$ cat config.mk
export PLATFORM = sky130hd
export DESIGN_NAME = fetch_unit_flat
export DESIGN_NICKNAME = d
export VERILOG_FILES = /design/src/rtl/cpu_pkg.sv /design/src/rtl/fetch_unit_if.sv /design/src/rtl/fetch_unit.sv /design/src/flat_wrapper.sv
export SDC_FILE = /design/constraint.sdc
export NUM_CORES = 1
export LEC_CHECK = 0
export ABC_AREA = 1
export CAP_MARGIN = 20
export CORE_AREA = 2 2 138 86
export DETAILED_ROUTE_END_ITERATION = 7
export DIE_AREA = 0 0 140 88
export MAX_ROUTING_LAYER = met4
export PLACE_DENSITY_LB_ADDON = 0.12
export SLEW_MARGIN = 25
export SYNTH_ARGS = -nofsm -noshare
export SYNTH_HDL_FRONTEND = slang
export SYNTH_SLANG_ARGS = --single-unit
$ cat constraint.sdc
create_clock -name clk -period 1.86 [get_ports clk]
set_input_delay 0.558 -clock clk [delete_from_list [all_inputs] [get_ports clk]]
set_output_delay 0.558 -clock clk [all_outputs]
set_load 0.02 [all_outputs]
$ cat src/rtl/cpu_pkg.sv
// cpu_pkg: constants and types shared by the CPU front end.
//   ADDR_W           - program counter / instruction-memory word-address width
//   INSTR_W          - instruction width
//   RESET_PC_DEFAULT - default PC value loaded on reset
//   fetch_state_e    - fetch_unit state encoding
//   pc_inc()         - PC increment, wrapping modulo 2^ADDR_W
package cpu_pkg;

  localparam int ADDR_W  = 24;
  localparam int INSTR_W = 32;

  localparam logic [ADDR_W-1:0] RESET_PC_DEFAULT = '0;

  typedef enum logic [1:0] {
    S_IDLE = 2'd0,  // no request outstanding
    S_REQ  = 2'd1,  // request outstanding, data wanted
    S_DROP = 2'd2,  // request outstanding, data to be discarded (redirected)
    S_DEC  = 2'd3   // fetched word presented to the decoder
  } fetch_state_e;

  // The carry out of the top bit is dropped, so FFFFFF + 1 gives 000000.
  function automatic logic [ADDR_W-1:0] pc_inc(input logic [ADDR_W-1:0] p);
    return p + {{(ADDR_W-1){1'b0}}, 1'b1};
  endfunction

endpackage

$ cat src/rtl/fetch_unit_if.sv
// fetch_unit_if: instruction-memory read bus (req/ack handshake).
//   imem_req   - read request, held until the cycle after imem_ack
//   imem_addr  - word address, stable while imem_req is high
//   imem_rdata - read data, valid while imem_ack is high
//   imem_ack   - read complete; may be high in the first imem_req cycle
// Modports: master = fetch side, slave = memory side.
interface fetch_unit_if;
  import cpu_pkg::*;

  logic               imem_req;
  logic [ADDR_W-1:0]  imem_addr;
  logic [INSTR_W-1:0] imem_rdata;
  logic               imem_ack;

  modport master (output imem_req, output imem_addr,
                  input  imem_rdata, input imem_ack);
  modport slave  (input  imem_req, input imem_addr,
                  output imem_rdata, output imem_ack);
endinterface

$ cat src/rtl/fetch_unit.sv
// fetch_unit: instruction fetch stage feeding decoder_cpu.
// Holds the PC, fetches one word per request over the imem bus, and presents
// it on code with a one-cycle en_de strobe. Jumps redirect the PC; a request
// that is in flight when a jump arrives is completed and its data is dropped.
// Ports:
//   clk, rst   - clock; synchronous active-high reset
//   stall      - downstream not ready; gates issuing a new fetch
//   jump_en    - one-cycle redirect request
//   jump_addr  - redirect target (word address)
//   imem       - instruction-memory bus (master side)
//   code       - last accepted instruction word
//   en_de      - one-cycle strobe: code holds a new instruction
//   pc         - address of the next instruction to fetch
module fetch_unit
  import cpu_pkg::*;
#(
  parameter logic [ADDR_W-1:0] RESET_PC = RESET_PC_DEFAULT
) (
  input  logic               clk,
  input  logic               rst,
  input  logic               stall,
  input  logic               jump_en,
  input  logic [ADDR_W-1:0]  jump_addr,
  fetch_unit_if.master       imem,
  output logic [INSTR_W-1:0] code,
  output logic               en_de,
  output logic [ADDR_W-1:0]  pc
);

  fetch_state_e       state_q;
  logic [ADDR_W-1:0]  pc_q, pc_d;
  logic [ADDR_W-1:0]  imem_addr_q;
  logic               imem_req_q;
  logic [INSTR_W-1:0] code_q;
  logic               en_de_q;

  // Next-PC mux: a jump beats the increment in every state; the increment
  // happens only when requested data is accepted.
  always_comb begin
    pc_d = pc_q;
    if (jump_en) begin
      pc_d = jump_addr;
    end else if (state_q == S_REQ && imem.imem_ack) begin
      pc_d = pc_inc(pc_q);
    end
  end

  // NOTE: all state here is assigned with <= so every register samples the
  // values from before this edge, whatever order the statements are in.
  always_ff @(posedge clk) begin
    if (rst) begin
      state_q     <= S_IDLE;
      pc_q        <= RESET_PC;
      imem_addr_q <= RESET_PC;
      imem_req_q  <= 1'b0;
      code_q      <= '0;
      en_de_q     <= 1'b0;
    end else begin
      pc_q    <= pc_d;
      en_de_q <= 1'b0;
      unique case (state_q)
        S_IDLE: begin
          if (!stall) begin
            // pc_d, not pc_q, so a jump in this cycle is fetched immediately.
            state_q     <= S_REQ;
            imem_req_q  <= 1'b1;
            imem_addr_q <= pc_d;
          end
        end
        S_REQ: begin
          if (imem.imem_ack) begin
            imem_req_q <= 1'b0;
            if (jump_en) begin
              state_q <= S_IDLE;
            end else begin
              state_q <= S_DEC;
              code_q  <= imem.imem_rdata;
              en_de_q <= 1'b1;
            end
          end else if (jump_en) begin
            // The memory still owes us this word; keep the request up at the
            // old address and throw the data away when it arrives.
            state_q <= S_DROP;
          end
        end
        S_DROP: begin
          if (imem.imem_ack) begin
            state_q    <= S_IDLE;
            imem_req_q <= 1'b0;
          end
        end
        S_DEC: begin
          if (stall) begin
            state_q <= S_IDLE;
          end else begin
            state_q     <= S_REQ;
            imem_req_q  <= 1'b1;
            imem_addr_q <= pc_d;
          end
        end
        default: state_q <= S_IDLE;
      endcase
    end
  end

  assign imem.imem_req  = imem_req_q;
  assign imem.imem_addr = imem_addr_q;
  assign code           = code_q;
  assign en_de          = en_de_q;
  assign pc             = pc_q;

endmodule
$ cat src/flat_wrapper.sv
// flat-port wrapper written by rule: the top's interface ports become plain ports
module fetch_unit_flat import cpu_pkg::*;
#(
  parameter logic [ADDR_W-1:0] RESET_PC = RESET_PC_DEFAULT
)
  (clk, rst, stall, jump_en, jump_addr, code, en_de, pc, imem_imem_req, imem_imem_addr, imem_imem_rdata, imem_imem_ack);
  fetch_unit_if imem_i ();
  input  logic clk;
  input  logic rst;
  input  logic stall;
  input  logic jump_en;
  input  logic [ADDR_W-1:0] jump_addr;
  output logic [INSTR_W-1:0] code;
  output logic en_de;
  output logic [ADDR_W-1:0] pc;
  output wire logic [$bits(imem_i.imem_req)-1:0] imem_imem_req;
  output wire logic [$bits(imem_i.imem_addr)-1:0] imem_imem_addr;
  input wire logic [$bits(imem_i.imem_rdata)-1:0] imem_imem_rdata;
  input wire logic [$bits(imem_i.imem_ack)-1:0] imem_imem_ack;
  assign imem_imem_req = imem_i.imem_req;
  assign imem_imem_addr = imem_i.imem_addr;
  assign imem_i.imem_rdata = imem_imem_rdata;
  assign imem_i.imem_ack = imem_imem_ack;
  fetch_unit #(.RESET_PC(RESET_PC)) u_core (.clk(clk), .rst(rst), .stall(stall), .jump_en(jump_en), .jump_addr(jump_addr), .imem(imem_i), .code(code), .en_de(en_de), .pc(pc));
endmodule
==> flow_summary.yaml, run 1 <==
synthesis:
  yosys-top-cells-count: "100 x nand2_1, 87 x inv_1, 84 x dfxtp_1"
  netlist_instances: 565
  synth_top_family_by_area: "simple AND/OR/NAND/NOR gates"
  synth_top_area_cell: "dfxtp_1"
  syn-num-nets: 632
  ys_types: 32
  synthAdderAreaFrac_pct: 1.86
  netlist_top_cells_area: "dfxtp_1 42%, nand2_1 9.3%, inv_1 8.1%, a21oi_1 7.0%, nor2_1 5.9%"
  synth_top_area_share_pct: 41.7
  muxShareOfSynthArea_pct: 0
  synth_flop_cell: "dfxtp_1"
  synth_xor_area_share_pct: 0.217
  synth-simple-area-share_pct: 29.0
  ys_ff_latch: 84
  yosysSeqAreaShare_pct: 41.7
  syn_area_um2: 4030
  synth.avg_cell_area_um2: 7.13
  synth_most_common_cell: "nand2_1"
  synth_edf_count: 0
  yosysWarnings: 0
  synth_compound_area_share_pct: 15.4
  synthArstFlopShare_pct: 0
cells_and_area:
  stdcell_area_um2: 6170
  layout.cells.non_filler: 869
  area.growth.synth_to_final_pct: 53.2
  num-nets-final: 787
  fin_util_pct: 55.7
  antennaDiodeCount: 0
  final_layout_size_suffix_gt1_share_pct: 11.0
setup_path:
  max_stage_delay_ns: 0.61
  ff2ff_setup_slack_ns: 0.13
  worst_setup_path_end_kind: "output pin"
  crit_family: "buffers and inverters"
  path_cells: "clkdlybuf4s50_1"
  critPathMaxFanout: 2
  crit_required_ns: 1.30
  crit_buf_inv: 1
  criticalPathCategory: "register to output pin"
  crit_slowest_cell: "clkdlybuf4s50_1"
  cp-start-kind: "register"
  crit_path_start: "u_core.code[30]"
  rr_startpoint: "u_core.pc[1]"
  cp.arrival_ns: 1.27
global_route:
  antenna_found_initial: 0
  grt_pass1_vias: 4037
  gr-total-overflow: 0
  gr-usage-all-layers_pct: 23.5
  grt_pass1_wl_mm: 21.5
  grt_max_degree: 40
status:
  violations: "DRC"
  status: "finished, violations left"
sta:
  hold_viol_final: 0
  setup_viol: 0
  tns_ns: 0
  slew_headroom_pct: 76.7
  fmax_mhz: 547
  hold-worst-slack_ns: 0.439
  min_period_ns: 1.83
  finalMaxSlewViolations: 0
  fin_crit_sh_pct: 98.4
  finClkSkew_ns: 0.00810
  worst_pin_slew_ns: 0.347
placed_design:
  placed_area_um2: 5800
  io_buffers: 142
  place_hpwl_mm: 10.1
  place_congestion: 0.907
  dp.cells: 853
floorplanning:
  ios: 143
  die_area_um2: 12300
  die_y_um: 88
  fp-row-count: 30
  initial_core_util_pct: 36.4
  die_w_um: 140
  core_region_area_um2: 11100
clock_network:
  cts-root-buf: "clkbuf_16"
  cts_buffers: 9
  cts_tree: "built"
  cts.path.max_buffers: 2
  clock-sinks: 84
  clkLatencyLatePin_ns: 0.34
  cts_hold_buf: 0
  htreeDepth: 3
  clk_transition_reported_paths_ns: 0.06
detailed_routing:
  detail_route.wl_per_cell_um: 15.5
  antenna_left: 0
  routed_wirelength_mm: 13.5
  vias: 4178
  drtPass1Iterations: 7
  drc_errors: 6
  drtIter0Drc: 262
  via_per_inst: 4.81
flow_run:
  cap_violations: 0
power_and_ir_drop:
  ir_drop_v: 0.000536
  power.density_nw_per_um2: 1020
  p_leak_nw: 3.29
hold_path:
  hold_path_class: "register to register"
  min_from: "u_core.code[5]"
## path summary, 6_finish.rpt
check                                           endpoint  cells past startpoint
worst min register to register            u_core.code[5]                      2
worst max-delay path                            code[30]                      1
worst min-delay path                      u_core.code[5]                      2
worst max register to register  u_core.imem.imem_addr[6]                      8
## area by class of cell
| type | instances | area [µm²] |
|---|---|---|
| clock buffers | 11 | 243 |
| clock inverters | 5 | 85.1 |
| fillers | 1035 | 4900 |
| inverters | 87 | 327 |
| multi-input cells | 368 | 1910 |
| flip-flops and latches | 84 | 1680 |
| well taps | 144 | 180 |
| repair buffers | 170 | 1750 |
## metal layers
metal / GRT usage (%) / share of wire [%]
met1: 33.8 / 51
met2: 31.8 / 40
met3: 6.78 / 8.4
met4: 6.15 / 0.96
met5: - / 0
## cells by family after synthesis
logic type	count (synthesis)
simple gates	246
xor+xnor	1
buf+inv	113
flops	84
compound gates	115
fa+ha+maj	6
## power breakdown
group          internal, mW  leakage [nW]  total [mW]  switching, mW
combinational         0.876          2.45        2.02           1.14
clock                  1.22         0.156        1.99          0.770
sequential             2.08         0.690        2.30          0.216
## sequential cells by signal, indices dropped and copies added, names as in the netlist
| register | count |
|---|---|
| u_core.code | 32 |
| u_core.imem.imem_req | 1 |
| u_core.en_de | 1 |
| u_core.pc | 24 |
| u_core.state_q | 2 |
| u_core.imem.imem_addr | 24 |
## cell usage in the layout, fill, tap and decap left out, types with 3 or more instances in the layout
cell type          n
a21oi_1           56
buf_12             7
buf_4             21
clkbuf_16          9
clkdlybuf4s50_1   63
dfxtp_1           84
dlygate4sd2_1     45
dlymetal6s2s_1    34
ha_1               5
inv_1             86
nand2_1          100
nand2_4            3
nand3_1           43
nand3_2           10
nand4_1            3
nor2_1            62
nor2_2             5
nor2_4             8
o211ai_1           7
o21ai_0           41
o21bai_1           6
## per-stage QoR
step	setup WS (ns)	total power, mW
after detailed placement	-0.304	4.46
after floorplan	0.238	3.38
final	0.0304	6.30
after CTS	0.000996	6.37
after global routing	-0.0110	6.67
after global placement	-0.286	4.43
## timing repair
action | in CTS | in global routing
setup endpoints to repair | 45 | 54
gates cloned | 0 | 0
pin swaps | 0 | 4
buffers inserted | 0 | 0
gates resized for setup | 45 | 39
Note: power is estimated with default switching activity, not from simulation.
==> run 2, diff against run 1 <==
Settings changed: CAP_MARGIN 20 to unset.
==> results of run 2 <==
The final DEF is identical to that of run 1; final timing and power are the same.
==> run 3, diff against run 2 <==
Settings changed: CORE_AREA 2 2 138 86 to 2 2 126 79, DIE_AREA 0 0 140 88 to 0 0 128 81.
==> run 3 against run 2 <==
  * The flow now finishes without violations
  * Hold slack got worse by 0.0011 ns
  * Sequential power barely moved
  * Global-route usage rose by 1.6 points
  * Cell area fell by 1.3%
  * Critical path depth did not move
  * Final cell count fell by 3.7%
  * Core utilization rose by 9.1 points
  * First-iteration DRC count rose by 48%
  * Register-to-register slack improved by 0.03 ns
==> flow_summary.yaml, run 3 (synthesis results as in run 1) <==
detailed_routing:
  detail_route.wl_per_cell_um: 14.4
  via_per_inst: 4.95
  routed_wirelength_mm: 12.1
  drtPass1Iterations: 5
  drc_errors: 0
  vias: 4139
  drtIter0Drc: 388
  antenna_left: 0
cells_and_area:
  final_cell_mix: "100 x nand2_1, 86 x inv_1, 84 x dfxtp_1"
  seq_area_um2: 1680
  final_layout_size_suffix_gt1_share_pct: 10.1
  multi_input_area_um2: 1920
  area.growth.synth_to_final_pct: 51.1
  fill_cells: 845
  fin_util_pct: 64.8
  num-nets-final: 779
  final_common_cell: "nand2_1"
  largest_reg_flops: 32
power_and_ir_drop:
  p_leak_nw: 3.23
  power.density_nw_per_um2: 1060
  p_sw_mw: 2.07
  seq_power_share_pct: 35.5
  swShare_pct: 32.1
  power_frac_comb_pct: 30.6
  clkPwrFrac_pct: 33.9
  intPower_mw: 4.37
  ir_drop_v: 0.000565
floorplanning:
  core_region_area_um2: 9390
  initial_core_util_pct: 42.9
  fp-row-count: 28
  die_y_um: 81
  die_area_um2: 10400
  die_w_um: 128
  ios: 143
sta:
  slew_headroom_pct: 72.7
  min_period_ns: 1.84
  finClkSkew_ns: 0.00961
  setup_viol: 0
  hold-worst-slack_ns: 0.438
  hold_viol_final: 0
  worst_pin_slew_ns: 0.406
  rsz0062_at_grt: "false"
  fin_crit_sh_pct: 98.8
  finalMaxSlewViolations: 0
  fmax_mhz: 544
placed_design:
  place_congestion: 0.937
  io_buffers: 142
  place_hpwl_mm: 8.91
setup_path:
  reg2reg_depth: 8
  path_cells: "clkdlybuf4s50_1"
  max_stage_delay_ns: 0.60
  criticalPathCategory: "register to output pin"
  cp-start-kind: "register"
  cp.arrival_ns: 1.28
  crit_required_ns: 1.30
  critPathMaxFanout: 2
  r2r-end: "u_core.imem.imem_addr[13]"
  crit_family: "buffers and inverters"
  crit_slowest_cell: "clkdlybuf4s50_1"
  worst_setup_path_end_kind: "output pin"
  crit_buf_inv: 1
  ff2ff_setup_slack_ns: 0.16
  rr_startpoint: "u_core.state_q[0]"
flow_run:
  cap_violations: 0
clock_network:
  cts_tree: "built"
  clock-sinks: 84
  htreeDepth: 3
  postCtsSetupRepairBufs: 0
  clk_transition_reported_paths_ns: 0.06
  clkLatencyLatePin_ns: 0.35
  cts_hold_buf: 0
  cts.path.max_buffers: 2
  cts_buffers: 9
  cts-root-buf: "clkbuf_16"
global_route:
  grt_pass1_wl_mm: 19.5
  gr-total-overflow: 0
  antenna_found_initial: 0
  gr-usage-all-layers_pct: 25.2
  grt_max_degree: 67
  grt_pass1_vias: 3874
hold_path:
  min_to: "u_core.code[17]"
  min_from: "u_core.code[17]"
  hold_path_class: "register to register"
  hold_depth: 2
status:
  status: "finished, final reports clean"
run 3: cell types whose count changed in the layout (fill, tap and decap cells not counted), moves of 2 or more:
cell / delta
buf_12: -2
bufinv_16: +2
clkinv_4: -2
dlygate4sd2_1: +2
buf_4: -7
dlymetal6s2s_1: -2
run 3: area by class of cell:
| type | count | area share (%) |
|---|---|---|
| Sequential cell | 84 | 27.6 |
| Inverter | 87 | 5.36 |
| Clock inverter | 6 | 2.24 |
| Antenna cell | 1 | 0.0411 |
| Timing Repair Buffer | 161 | 27.1 |
| Multi-Input combinational cell | 369 | 31.5 |
| Clock buffer | 9 | 3.70 |
| Tap cell | 120 | 2.47 |
run 3: per-layer routing:
layer  up-vias  global-route usage (%)  part of all wire (%)
met5         -                       -                     0
met4         0                    7.58                   1.5
met3        21                    8.04                   8.9
met2       159                    34.8                    40
met1      1861                    34.8                    50
li1       2098                       -                     -
run 3: power by group through the flow:
stage               registers [mW]  clock network, mW  logic [mW]
floorplan                     2.59                  0       0.789
global placement              2.31                  0        2.03
detailed placement            2.32                  0        2.07
CTS                           2.28               2.23        1.98
global route                  2.31               2.29        2.19
finish                        2.28               2.19        1.97
run 3: worst register-to-register path, stage by stage (launching register included):
cell	delay, ns
dfxtp_1	0.41
inv_1	0.13
ha_1	0.37
nor2_4	0.18
buf_12	0.19
nor2_1	0.07
nor2_1	0.16
nand2_1	0.07
inv_1	0.05
run 3: how the worst max path moves through the flow:
stage	startpoint	endpoint	slack, ns	depth (start not counted)
6_report	u_core.code[22]	code[22]	0.02	1
5_1_grt	u_core.code[18]	code[18]	0.001	1
4_1_cts	u_core.imem.imem_addr[6]	imem_imem_addr[6]	0.001	1
3_5_place_dp	imem_imem_ack	u_core.imem.imem_addr[18]	-0.34	10
3_3_place_gp	imem_imem_ack	u_core.pc[20]	-0.33	9
2_1_floorplan	u_core.pc[1]	u_core.imem.imem_addr[22]	0.24	10
run 3: per-stage QoR:
step	setup TNS [ns]	cell area, µm²	setup slack (ns)	cells	total power, mW
floorplan	0	4030	0.238	565	3.38
global placement	-9.38	5670	-0.329	820	4.34
detailed placement	-11.83	5670	-0.343	820	4.38
CTS	0	5980	0.00130	835	6.49
global route	0	6090	0.00130	836	6.79
finish	0	6090	0.0223	837	6.44
run 3: timing repair:
action | in CTS | in global routing
pin swaps | 0 | 2
hold endpoints to repair | 0 | 0
gates resized for setup | 47 | 38
setup endpoints to repair | 47 | 51
gates cloned | 0 | 1
